--- src/rtl/pipelined_rca_adder_pkg.sv ---
// adder_pkg: default geometry and stage payload shared by the pipelined ripple-carry adder
package adder_pkg;

    localparam int ADDER_WIDTH = 16;
    localparam int ADDER_CHUNK = 4;

    // Payload one stage hands to the next at the default geometry; the top
    // declares the same layout sized by its own WIDTH parameter.
    typedef struct packed {
        logic                   valid;
        logic [ADDER_WIDTH-1:0] sum;
        logic                   carry;
        logic                   ovf;
        logic [ADDER_WIDTH-1:0] a;
        logic [ADDER_WIDTH-1:0] b;
        logic                   sub;
    } stage_t;

    // A bad CHUNK maps to one stage so the elaboration check, not a divide by zero, reports it.
    function automatic int stage_count(input int width, input int chunk);
        return (chunk < 1) ? 1 : width / chunk;
    endfunction

endpackage

--- src/rtl/pipelined_rca_adder_if.sv ---
// pipelined_rca_adder_if: operand/result valid-ready bus of the pipelined adder
interface pipelined_rca_adder_if
    import adder_pkg::*;
#(
    parameter int WIDTH = ADDER_WIDTH
);

    logic             in_valid;
    logic             in_ready;
    logic [WIDTH-1:0] a;
    logic [WIDTH-1:0] b;
    logic             cin;
    logic             sub;
    logic             out_valid;
    logic             out_ready;
    logic [WIDTH-1:0] sum;
    logic             cout;
    logic             ovf;

    modport master (
        output in_valid, a, b, cin, sub, out_ready,
        input  in_ready, out_valid, sum, cout, ovf
    );

    modport slave (
        input  in_valid, a, b, cin, sub, out_ready,
        output in_ready, out_valid, sum, cout, ovf
    );

endinterface

--- src/rtl/pipelined_rca_adder_rca_chunk.sv ---
// rca_chunk: N-bit ripple of full-adder cells exposing carry-out and the carry into the MSB
module rca_chunk #(
    parameter int N = 4
) (
    input  logic [N-1:0] a,
    input  logic [N-1:0] b,
    input  logic         cin,
    output logic [N-1:0] sum,
    output logic         cout,
    output logic         cmsb
);

    logic [N:0] c;

    assign c[0] = cin;

    for (genvar i = 0; i < N; i++) begin : g_fa
        assign sum[i]   = a[i] ^ b[i] ^ c[i];
        assign c[i + 1] = (a[i] & b[i]) | (c[i] & (a[i] ^ b[i]));
    end

    assign cout = c[N];
    assign cmsb = c[N-1];

endmodule

--- src/rtl/pipelined_rca_adder.sv ---
// pipelined_rca_adder: valid/ready add/sub pipeline resolving CHUNK bits per stage
module pipelined_rca_adder
    import adder_pkg::*;
#(
    parameter int WIDTH = ADDER_WIDTH,
    parameter int CHUNK = ADDER_CHUNK
) (
    input logic clk,
    input logic rst,
    pipelined_rca_adder_if.slave bus
);

    localparam int STAGES = stage_count(WIDTH, CHUNK);

    if (CHUNK < 1 || (WIDTH % ((CHUNK < 1) ? 1 : CHUNK)) != 0) begin : g_bad_geometry
        $error("pipelined_rca_adder: WIDTH must be a positive multiple of CHUNK");
    end

    typedef struct packed {
        logic             valid;
        logic [WIDTH-1:0] sum;
        logic             carry;
        logic             ovf;
        logic [WIDTH-1:0] a;
        logic [WIDTH-1:0] b;
        logic             sub;
    } pipe_t;

    pipe_t st [STAGES];
    pipe_t nx [STAGES];
    logic  adv;

    // One advance signal for the whole pipe: move when the output slot is free or being taken.
    assign adv           = bus.out_ready || !st[STAGES-1].valid;
    assign bus.in_ready  = adv && !rst;
    assign bus.out_valid = st[STAGES-1].valid;
    assign bus.sum       = st[STAGES-1].sum;
    assign bus.cout      = st[STAGES-1].carry;
    assign bus.ovf       = st[STAGES-1].ovf;

    for (genvar k = 0; k < STAGES; k++) begin : g_stage
        pipe_t            src;
        pipe_t            nxt;
        logic [CHUNK-1:0] s;
        logic             co;
        logic             cm;

        // Subtract is a + ~b with the borrow-in inverted into a carry-in.
        if (k == 0) begin : g_head
            assign src = '{valid: bus.in_valid, sum: '0, carry: bus.cin ^ bus.sub, ovf: 1'b0,
                           a: bus.a, b: bus.b, sub: bus.sub};
        end else begin : g_body
            assign src = st[k-1];
        end

        rca_chunk #(.N(CHUNK)) u_chunk (
            .a    (src.a[k*CHUNK +: CHUNK]),
            .b    (src.b[k*CHUNK +: CHUNK] ^ {CHUNK{src.sub}}),
            .cin  (src.carry),
            .sum  (s),
            .cout (co),
            .cmsb (cm)
        );

        // Fold this chunk's sum bits and carry into the payload for the next stage.
        always_comb begin
            nxt = src;
            nxt.sum[k*CHUNK +: CHUNK] = s;
            nxt.carry = co;
            nxt.ovf = cm ^ co;
        end

        assign nx[k] = nxt;
    end

    // All stages step together; a stall freezes every stage and reset drops in-flight work.
    always_ff @(posedge clk or posedge rst) begin
        if (rst) begin
            for (int k = 0; k < STAGES; k++) st[k] <= '0;
        end else if (adv) begin
            st <= nx;
        end
    end

endmodule

--- src/flat_wrapper.sv ---
// flat-port wrapper written by rule: the top's interface ports become plain ports
module pipelined_rca_adder_flat import adder_pkg::*;
#(
    parameter int WIDTH = ADDER_WIDTH,
    parameter int CHUNK = ADDER_CHUNK
)
  (clk, rst, bus_in_valid, bus_a, bus_b, bus_cin, bus_sub, bus_out_ready, bus_in_ready, bus_out_valid, bus_sum, bus_cout, bus_ovf);
  pipelined_rca_adder_if #(.WIDTH(WIDTH)) bus_i ();
  input logic clk;
  input logic rst;
  input wire logic [$bits(bus_i.in_valid)-1:0] bus_in_valid;
  input wire logic [$bits(bus_i.a)-1:0] bus_a;
  input wire logic [$bits(bus_i.b)-1:0] bus_b;
  input wire logic [$bits(bus_i.cin)-1:0] bus_cin;
  input wire logic [$bits(bus_i.sub)-1:0] bus_sub;
  input wire logic [$bits(bus_i.out_ready)-1:0] bus_out_ready;
  output wire logic [$bits(bus_i.in_ready)-1:0] bus_in_ready;
  output wire logic [$bits(bus_i.out_valid)-1:0] bus_out_valid;
  output wire logic [$bits(bus_i.sum)-1:0] bus_sum;
  output wire logic [$bits(bus_i.cout)-1:0] bus_cout;
  output wire logic [$bits(bus_i.ovf)-1:0] bus_ovf;
  assign bus_i.in_valid = bus_in_valid;
  assign bus_i.a = bus_a;
  assign bus_i.b = bus_b;
  assign bus_i.cin = bus_cin;
  assign bus_i.sub = bus_sub;
  assign bus_i.out_ready = bus_out_ready;
  assign bus_in_ready = bus_i.in_ready;
  assign bus_out_valid = bus_i.out_valid;
  assign bus_sum = bus_i.sum;
  assign bus_cout = bus_i.cout;
  assign bus_ovf = bus_i.ovf;
  pipelined_rca_adder #(.WIDTH(WIDTH), .CHUNK(CHUNK)) u_core (.clk(clk), .rst(rst), .bus(bus_i));
endmodule
--- config.mk ---
export PLATFORM = sky130hd
export DESIGN_NAME = pipelined_rca_adder_flat
export DESIGN_NICKNAME = d
export VERILOG_FILES = /design/src/rtl/pipelined_rca_adder_pkg.sv /design/src/rtl/pipelined_rca_adder_if.sv /design/src/rtl/pipelined_rca_adder_rca_chunk.sv /design/src/rtl/pipelined_rca_adder.sv /design/src/flat_wrapper.sv
export SDC_FILE = /design/constraint.sdc
export NUM_CORES = 1
export LEC_CHECK = 0
export ABC_CLOCK_PERIOD_IN_PS = 4700
export BUFFER_PORTS_ARGS = -buffer_cell sky130_fd_sc_hd__buf_4
export CORE_AREA = 4 4 131 133
export CTS_BUF_LIST = sky130_fd_sc_hd__clkbuf_8
export DETAILED_ROUTE_END_ITERATION = 6
export DIE_AREA = 0 0 135 137
export PLACE_DENSITY = 0.46
export SETUP_SLACK_MARGIN = 0.4
export SLEW_MARGIN = 0
export SYNTH_ARGS = -nofsm -noshare
export SYNTH_HDL_FRONTEND = slang
export SYNTH_SLANG_ARGS = --single-unit
--- constraint.sdc ---
create_clock -name clk -period 4.7 [get_ports clk]
set_clock_uncertainty 0.1 [all_clocks]
set_input_delay 0.94 -clock clk [delete_from_list [all_inputs] [get_ports clk]]
set_output_delay 0.94 -clock clk [all_outputs]
set_load 0.01 [all_outputs]
==> flow_metrics.tcl, run 1 <==
set metrics [dict create \
    reg2reg_depth 9 \
    async_flop_share_pct 100 \
    synth_cells 280 \
    via_count 2205 \
    drv_cap 0 \
    r2r-start "u_core.g_stage[3].nxt[0]$_DFFE_PP0N_" \
    clk_pin_slew_worst_paths_ps 100 \
    cp-end-kind "flip-flop" \
    antennaDiodeCount 0 \
    clk_latency_ps 380 \
    synth-edff-count 0 \
    pin_count 58 \
    design_area_um2 5470 \
    synth_flop_cell "dfrtp_1" \
    synth_top_area_cell "dfrtp_1" \
    antenna_found_initial 0 \
    die_w_um 135 \
    fin_crit_ps 2850 \
    max_freq_mhz 351 \
    final_hold_viol_count 0 \
    synth_nets 334 \
    worstPathRequired_ps 4870 \
    tightest_slew_ps 890 \
    dp.cells 540 \
    grt_max_degree 101 \
    hold_path_depth 1 \
    synth.avg_cell_area_um2 16.9 \
    setup_tns_ps 0 \
    grt.busiest_layer "met2" \
    status "finished clean" \
    power_density_nw_per_um2 678 \
    ctsResizeCount 0 \
    ant_nets 0 \
    maxSlewViolCount 0 \
    final_nets 389 \
    drc_errors 0 \
    multi_input_area_um2 1920 \
    ys_ff_latch 100 \
    critical_path.most_common_cell "fa_1" \
    h-tree-depth 3 \
    grt_use_total_pct 9.01 \
    crit_chain "xnor2_1 > fa_1 > inv_1 > fa_1 > inv_1 > fa_1 > inv_1 > fa_1 > mux2_4" \
    cts_tree "done" \
    cts_hold_buf 0 \
    post_cts_buffers 0 \
    setup_viol 0 \
    cpMaxStageDelayCell "dfrtp_1" \
    grt_first_pass_wirelength_um 12600 \
    r2r-end "u_core.bus.sum[15]$_DFFE_PP0N_" \
    dieArea_um2 18500 \
    post-route-period-util_pct 60.6 \
    syn_area_um2 4730 \
    clock_sinks 100 \
    dpl_cell_area_um2 5240 \
    hold_class "flip-flop to flip-flop" \
    start_kind "flip-flop" \
    gp_congestion 0.688 \
    worstPathArrival_ps 3020 \
    seq_area_um2 2500 \
    critPathKind "flip-flop to flip-flop" \
    met2_usage_pct 13.5 \
    start_util_pct 29.9 \
    rows 46 \
    rrSetupSlack_ps 1850 \
    grt_pass1_vias 2387 \
    yosysWarnings 0 \
    synth.most_common_cell "dfrtp_1" \
    numCtsBuffers 9 \
    utilization_pct 34.5 \
    drtIter0Drc 91 \
    rsz0062_at_grt "no" \
    synthTopCellsByArea "dfrtp_1 (53%), mux2_4 (25%), fa_1 (6.8%), buf_12 (3.8%), mux2_2 (2.9%)" \
    syn_to_final_growth_pct 15.6 \
    power_leakage_nw 2.57 \
    synth_top_cells_by_count "dfrtp_1 (100), mux2_4 (80), inv_1 (24)" \
    cp_slowest_stage_delay_ps 490 \
    vdd_drop_max_v 0.000198 \
    vias_per_cell 3.97 \
    worstHoldStart "u_core.g_stage[3].nxt[51]$_DFFE_PP0N_" \
    portBuffers 57 \
    fin_cells 556 \
    whs_endpoint "u_core.bus.out_valid$_DFFE_PP0N_" \
    wirelength_um 7800 \
    cp_top_family "adder cells" \
    yosysUniqueCellTypes 17 \
    critPathBufInv 3 \
    use_met3_pct 3.09 \
    grt_remaining_overflow 0 \
    gr-usage-met1_pct 11.5 \
    die_h_um 137 \
    seq_area_frac_synth_pct 52.9 \
    fillers 1539 \
    wl_per_cell_um 14.0 \
    worst-path-max-fanout 5 \
    place_hpwl_um 4980 \
    synthDominantCellAreaShare_pct 52.9 \
    core-area_um2 15800 \
    ctsRootBufferMaster "clkbuf_8" \
    slew_headroom_pct 40.7 \
    cts_buffer_depth 2 \
    first_pass_iters 4 \
    layout-drive-gt1-share_pct 50.0 \
]
==> power breakdown <==
group / leakage (nW) / switching (mW) / internal, mW
logic: 1.29 / 0.569 / 1.01
registers: 1.17 / 0.257 / 1.25
clock network: 0.105 / 0.308 / 0.313
==> stage by stage <==
step,total power [mW],hold slack [ps],setup WS [ps]
final,3.71,381,1850
after global routing,4.00,408,1710
after global placement,3.12,357,1490
after detailed placement,3.14,363,1470
after floorplan,2.80,340,1040
after CTS,3.79,384,1820
==> flip-flops by register name, summed over array words and instances (netlist names) <==
name / flops
u_core.bus.cout: 1
u_core.bus.sum: 16
u_core.bus.ovf: 1
u_core.bus.out_valid: 1
u_core.g_stage.src: 3
u_core.g_stage.nxt: 78
==> per-layer routing <==
metal / vias up / routed length, µm
met3: 13 / 406
li1: 1035 / -
met4: 0 / 196
met2: 41 / 3540
met5: - / 0
met1: 1116 / 3660
==> kinds of logic (layout without fill, tap and decap cells) <==
| kind of cell | Yosys count | count (layout) | share of synthesized area [%] |
|---|---|---|---|
| flip-flops | 100 | 100 | 52.9 |
| AND/OR/NAND/NOR | 8 | 8 | 1.30 |
| XOR/XNOR | 18 | 18 | 3.33 |
| adder cells (fa/ha/maj) | 16 | 16 | 6.77 |
| multiplexers | 94 | 94 | 28.7 |
| AO/OA/AOI/OAI | 5 | 5 | 0.529 |
| buffers and inverters | 39 | 99 | 6.51 |
==> cell usage in the layout, fill, tap and decap left out <==
master and instances:
inv_4 1, mux2_2 12, clkinv_2 1, buf_4 58, fa_1 16, nor2_1 1, dfrtp_1 100, xnor2_1 8
clkbuf_8 10, or2_2 1, xor2_1 10, buf_12 1, o21ai_0 5, inv_1 23, mux2i_1 2, nand3b_1 5
bufinv_16 2, nor2b_4 1, clkinvlp_4 3, mux2_4 80
==> worst max path at each step <==
stage,start,endpoint,slack (ps),depth (start not counted)
finish,u_core.g_stage[3].nxt[0]$_DFFE_PP0N_,u_core.bus.sum[15]$_DFFE_PP0N_,1850,9
global route,u_core.g_stage[3].nxt[0]$_DFFE_PP0N_,u_core.bus.ovf$_DFFE_PP0N_,1710,10
CTS,u_core.g_stage[3].nxt[0]$_DFFE_PP0N_,u_core.bus.sum[15]$_DFFE_PP0N_,1820,9
detailed placement,bus_sub,u_core.g_stage[1].nxt[38]$_DFFE_PP0N_,1470,9
global placement,bus_sub,u_core.g_stage[1].nxt[38]$_DFFE_PP0N_,1490,9
floorplan,rst,u_core.bus.cout$_DFFE_PP0N_,1040,1
==> area by class of cell <==
class | count | area share, %
clock buffers | 10 | 2.52
clock inverters | 6 | 1.60
inverters | 24 | 1.69
multi-input cells | 141 | 35.1
flip-flops and latches | 100 | 45.8
well taps | 216 | 4.94
repair buffers | 59 | 8.33
Power figures use the tool's default switching activity.
==> inputs of run 2 (changes only) <==
--- a/config.mk
+++ b/config.mk
@@ -5,7 +5,7 @@
 export SDC_FILE = /design/constraint.sdc
 export NUM_CORES = 1
 export LEC_CHECK = 0
-export ABC_CLOCK_PERIOD_IN_PS = 4700
+export ABC_CLOCK_PERIOD_IN_PS = 2800
 export BUFFER_PORTS_ARGS = -buffer_cell sky130_fd_sc_hd__buf_4
 export CORE_AREA = 4 4 131 133
 export CTS_BUF_LIST = sky130_fd_sc_hd__clkbuf_8
==> constraint.sdc (replaced) <==
create_clock -name clk -period 2.8 [get_ports clk]
set_clock_uncertainty 0.1 [all_clocks]
set_input_delay 0.56 -clock clk [delete_from_list [all_inputs] [get_ports clk]]
set_output_delay 0.56 -clock clk [all_outputs]
set_load 0.01 [all_outputs]
==> run 2 against run 1 <==
Compared with the run above:
- sequential power increased by 67%
- worst hold slack got worse by 160 ps
- core utilization increased by 0.60 points
- flip-flop and latch count unchanged
- fmax increased by 13%
- global-route usage increased by 0.20 points
- non-clock buffer count increased by 9
- cell area increased by 1.7%
- die area unchanged
- clock power increased by 31%
- critical endpoint unchanged
==> flow_metrics.tcl, run 2 (synthesized netlist as in run 1, its figures left out) <==
set metrics [dict create \
    clk_pin_slew_worst_paths_ps 90 \
    worstPathRequired_ps 2960 \
    r2r-end "u_core.bus.sum[15]$_DFFE_PP0N_" \
    worst-path-max-fanout 2 \
    core-area_um2 15800 \
    ant_nets 0 \
    dieArea_um2 18500 \
    dpl_cell_area_um2 5390 \
    fin_crit_ps 2510 \
    slew_headroom_pct 63.2 \
    die_h_um 137 \
    final_nets 398 \
    wl_met2_um 3310 \
    crit_path_start "u_core.g_stage[3].nxt[0]$_DFFE_PP0N_" \
    hold_class "primary input to asynchronous set/reset pin" \
    final_hold_viol_count 0 \
    grt_use_total_pct 9.21 \
    worstPathArrival_ps 2670 \
    rows 46 \
    tightest_slew_ps 552 \
    start_kind "flip-flop" \
    via_count 2199 \
    layout_common_cells "dfrtp_1 (99), mux2_4 (80), buf_4 (65)" \
    critPathKind "flip-flop to flip-flop" \
    endpoint "u_core.bus.sum[15]$_DFFE_PP0N_" \
    vias_per_cell 3.91 \
    place_hpwl_um 5220 \
    syn_to_final_growth_pct 17.6 \
    cts_tree "done" \
    cp_slowest_stage_delay_ps 420 \
    power_density_nw_per_um2 1120 \
    grt_pass1_vias 2459 \
    mostFrequentLayoutCell "dfrtp_1" \
    drtIter0Drc 89 \
    grt_remaining_overflow 0 \
    rsz0062_at_grt "yes" \
    vdd_drop_max_v 0.000288 \
    cpMaxStageDelayCell "dfrtp_1" \
    antenna_found_initial 0 \
    cts_buffer_depth 2 \
    portBuffers 57 \
    layout-drive-gt1-share_pct 58.5 \
    h-tree-depth 3 \
    top_layer "met4" \
    dr_wl_met3_um 304 \
    wirelength_um 7780 \
    max_freq_mhz 399 \
    r2r-start "u_core.g_stage[3].nxt[0]$_DFFE_PP0N_" \
    gp_congestion 0.686 \
    drc_errors 0 \
    critical_path.most_common_cell "fa_2" \
    reg2reg_depth 9 \
    post-route-period-util_pct 89.6 \
    fin_cells 563 \
    numCtsBuffers 9 \
    met1_length_um 3950 \
    p_total_mw 6.24 \
    start_util_pct 29.9 \
    rrSetupSlack_ps 290 \
    utilization_pct 35.1 \
    die_w_um 135 \
    design_area_um2 5560 \
    maxSlewViolCount 0 \
    pin_count 58 \
    status "finished clean" \
    setup_viol 0 \
    largest_register_ffs 78 \
    hold_slack_ps 226 \
    clock_sinks 100 \
    power_leakage_nw 2.59 \
    clk_latency_ps 370 \
    setup_tns_ps 0 \
    ctsRootBufferMaster "clkbuf_8" \
    setup_ws_ps 291 \
    crit_chain "xnor2_2 > fa_2 > inv_2 > fa_2 > inv_2 > fa_2 > inv_2 > fa_2 > mux2_4" \
    wl_per_cell_um 13.8 \
    dp.cells 547 \
    grt_max_degree 101 \
    grt_first_pass_wirelength_um 13100 \
    first_pass_iters 3 \
    drv_cap 0 \
    dp_slack_ps 20.8 \
    antennaDiodeCount 0 \
    cp-end-kind "flip-flop" \
]
run 2: repair_timing:
item,in CTS,in global routing
setup endpoints to repair,4,7
setup buffers,2,0
pin swaps,1,1
hold buffers,0,0
hold endpoints to repair,0,0
gates resized for setup,0,2
run 2: cell type report:
| cell class | instances | area (µm²) |
|---|---|---|
| fill | 1539 | 10300 |
| sequential | 100 | 2500 |
| multi-input combinational | 141 | 1990 |
| timing repair buffer | 68 | 548 |
| tap | 216 | 270 |
| clock buffer | 10 | 138 |
| inverter | 24 | 93.8 |
| clock inverter | 4 | 20.0 |
run 2: how the worst min path moves through the flow:
| stage | from | end | slack [ps] | depth (start not counted) |
|---|---|---|---|---|
| floorplan | u_core.g_stage[3].nxt[51]$_DFFE_PP0N_ | u_core.bus.out_valid$_DFFE_PP0N_ | 340 | 1 |
| global placement | u_core.g_stage[3].nxt[51]$_DFFE_PP0N_ | u_core.bus.out_valid$_DFFE_PP0N_ | 370 | 1 |
| detailed placement | u_core.g_stage[3].nxt[51]$_DFFE_PP0N_ | u_core.bus.out_valid$_DFFE_PP0N_ | 370 | 1 |
| CTS | rst | u_core.bus.sum[2]$_DFFE_PP0N_ | 250 | 3 |
| global route | rst | u_core.g_stage[2].nxt[35]$_DFFE_PP0N_ | 260 | 3 |
| finish | rst | u_core.g_stage[2].nxt[35]$_DFFE_PP0N_ | 230 | 3 |
run 2: power by group:
group | total (mW) | leakage [nW] | switching [mW] | internal [mW]
clock network | 0.811 | 0.0866 | 0.480 | 0.331
registers | 2.50 | 1.17 | 0.407 | 2.10
logic | 2.92 | 1.34 | 1.06 | 1.86
total | 6.24 | 2.59 | 1.95 | 4.29
run 2: critical path: cells and delay by family (launching register included):
kind                       cells  cell delay [ps]
muxes                          1              270
adders and majority gates      4             1300
DFF                            1              420
buffers and inverters          3              160
xor gates and xnor gates       1              150
run 2: layer usage:
metal | vias up | GRT usage [%]
met5 | - | 0
met4 | 0 | 5.21
met3 | 14 | 2.28
met2 | 39 | 12.5
met1 | 1098 | 13.3
li1 | 1048 | -
==> inputs of run 3 (changes only) <==
--- a/config.mk
+++ b/config.mk
@@ -7,11 +7,14 @@
 export LEC_CHECK = 0
 export ABC_CLOCK_PERIOD_IN_PS = 2800
 export BUFFER_PORTS_ARGS = -buffer_cell sky130_fd_sc_hd__buf_4
+export CELL_PAD_IN_SITES_DETAIL_PLACEMENT = 1
+export CELL_PAD_IN_SITES_GLOBAL_PLACEMENT = 1
 export CORE_AREA = 4 4 131 133
 export CTS_BUF_LIST = sky130_fd_sc_hd__clkbuf_8
 export DETAILED_ROUTE_END_ITERATION = 6
 export DIE_AREA = 0 0 135 137
-export PLACE_DENSITY = 0.46
+export GPL_TIMING_DRIVEN = 0
+export PLACE_DENSITY = 0.52
 export SETUP_SLACK_MARGIN = 0.4
 export SLEW_MARGIN = 0
 export SYNTH_ARGS = -nofsm -noshare
==> run 3 against run 2 <==
Compared with the run above:
- clock power up 4.1%
- register-to-register slack worse by 98 ps
- fmax shrank 3.8%
- core utilization rose by 1.7 points
- cell area rose by 4.8%
- critical path depth grew 1
- non-clock buffer count rose by 10
- largest cell class unchanged
- combinational power up 13%
- critical path type unchanged
- via count up 5.0%
==> flow_metrics.tcl, run 3 (synthesized netlist as in run 1, its figures left out) <==
set metrics [dict create \
    dp_slack_ps 17.7 \
    clk_latency_ps 380 \
    ant_nets 0 \
    numCtsBuffers 9 \
    setup_viol 0 \
    cpMaxStageDelayCell "fa_2" \
    status "finished clean" \
    grt_pass1_vias 2556 \
    vdd_drop_max_v 0.000355 \
    r2r-end "u_core.bus.sum[15]$_DFFE_PP0N_" \
    max_freq_mhz 384 \
    antennaDiodeCount 0 \
    dp.cells 554 \
    cp-end-kind "flip-flop" \
    die_h_um 137 \
    drc_errors 0 \
    syn_to_final_growth_pct 23.2 \
    critPathKind "flip-flop to flip-flop" \
    start_kind "flip-flop" \
    final_hold_viol_count 0 \
    clk_pin_slew_worst_paths_ps 90 \
    mostFrequentLayoutCell "dfrtp_1" \
    fillers 1600 \
    cts_buffer_depth 2 \
    rrSetupSlack_ps 190 \
    rows 46 \
    fin_crit_ps 2610 \
    tightest_slew_ps 872 \
    die_w_um 135 \
    via_count 2309 \
    h-tree-depth 3 \
    cp_top_family "adder cells" \
    rsz0062_at_grt "yes" \
    grt_use_total_pct 10.6 \
    reg2reg_depth 10 \
    critPathBufInv 4 \
    start_util_pct 29.9 \
    grt_remaining_overflow 0 \
    gp_congestion 0.666 \
    setup_tns_ps 0 \
    grt_max_degree 38 \
    power_leakage_nw 2.71 \
    power_density_nw_per_um2 1140 \
    first_pass_iters 3 \
    antenna_found_initial 0 \
    crit_chain "buf_8 > xnor2_4 > fa_2 > inv_2 > fa_2 > inv_2 > fa_2 > inv_2 > fa_2 > mux2_4" \
    drv_cap 0 \
    cp_slowest_stage_delay_ps 420 \
    multi_input_area_um2 2020 \
    cts_tree "done" \
    portBuffers 56 \
    post-route-period-util_pct 93.1 \
    vias_per_cell 4.02 \
    r2r-start "u_core.g_stage[3].nxt[0]$_DFFE_PP0N_" \
    seq_area_um2 2500 \
    grt_first_pass_wirelength_um 14600 \
    pin_count 58 \
    layout_common_cells "dfrtp_1 (99), mux2_4 (80), buf_4 (61)" \
    final_nets 408 \
    maxSlewViolCount 0 \
    hold_class "primary input to asynchronous set/reset pin" \
    slew_headroom_pct 41.7 \
    dieArea_um2 18500 \
    worst-path-max-fanout 2 \
    worstPathRequired_ps 2960 \
    clock_sinks 100 \
    critical_path.most_common_cell "fa_2" \
    largest_register_ffs 78 \
    wl_per_cell_um 15.8 \
    drtIter0Drc 64 \
    fin_cells 574 \
    place_hpwl_um 6450 \
    layout-drive-gt1-share_pct 60.6 \
    dpl_cell_area_um2 5580 \
    wirelength_um 9060 \
    ctsRootBufferMaster "clkbuf_8" \
    p_total_mw 6.65 \
    core-area_um2 15800 \
    setup_ws_ps 193 \
    worstPathArrival_ps 2770 \
    design_area_um2 5830 \
]
[run 3: changes by cell type in the layout (fill, tap and decap cells not counted), moves of 2 or more]
| cell | before | now |
|---|---|---|
| clkbuf_8 | 10 | 13 |
| buf_8 | 0 | 2 |
| buf_4 | 65 | 61 |
| inv_2 | 8 | 10 |
| xnor2_4 | 0 | 2 |
| buf_12 | 3 | 11 |
[run 3: per-layer routing]
| metal | global-route usage [%] | part of all wire [%] |
|---|---|---|
| met1 | 14.5 | 48 |
| met2 | 16.0 | 47 |
| met3 | 2.72 | 3.1 |
| met5 | 0 | 0 |
| met4 | 4.70 | 1.8 |
[run 3: stage by stage]
step,hold slack [ps],utilization [%]
after CTS,265,36.5
after global placement,356,35.0
after floorplan,340,-
after detailed placement,364,35.3
after global routing,277,36.8
final,258,36.8
[run 3: timing repair]
item,4_1_cts,5_1_grt
hold buffers,0,0
pin swaps,1,2
buffers inserted,4,1
endpoints found under the hold margin,0,0
endpoints found under the setup margin,6,9
resized for setup,1,9
[run 3: area by class of cell]
class	instances	area share [%]
Buffer	15	4.64
Sequential cell	100	42.9
Inverter	24	1.61
Clock buffer	11	2.60
Tap cell	216	4.64
Multi-Input combinational cell	141	34.7
Clock inverter	4	0.322
Timing Repair Buffer	63	8.61
[run 3: worst max path at each step]
stage / from / end / cells after the start
global placement: bus_sub / u_core.g_stage[1].nxt[38]$_DFFE_PP0N_ / 9
floorplan: bus_sub / u_core.g_stage[1].nxt[38]$_DFFE_PP0N_ / 9
detailed placement: bus_sub / u_core.g_stage[1].nxt[38]$_DFFE_PP0N_ / 9
CTS: u_core.g_stage[3].nxt[0]$_DFFE_PP0N_ / u_core.bus.sum[15]$_DFFE_PP0N_ / 10
finish: u_core.g_stage[3].nxt[0]$_DFFE_PP0N_ / u_core.bus.sum[15]$_DFFE_PP0N_ / 10
global route: u_core.g_stage[3].nxt[0]$_DFFE_PP0N_ / u_core.bus.sum[15]$_DFFE_PP0N_ / 10
[run 3: where the power goes]
part	leakage [nW]	internal, mW	switching (mW)
clock network	0.0952	0.358	0.486
logic	1.44	2.10	1.19
registers	1.17	2.10	0.417
total	2.71	4.56	2.10
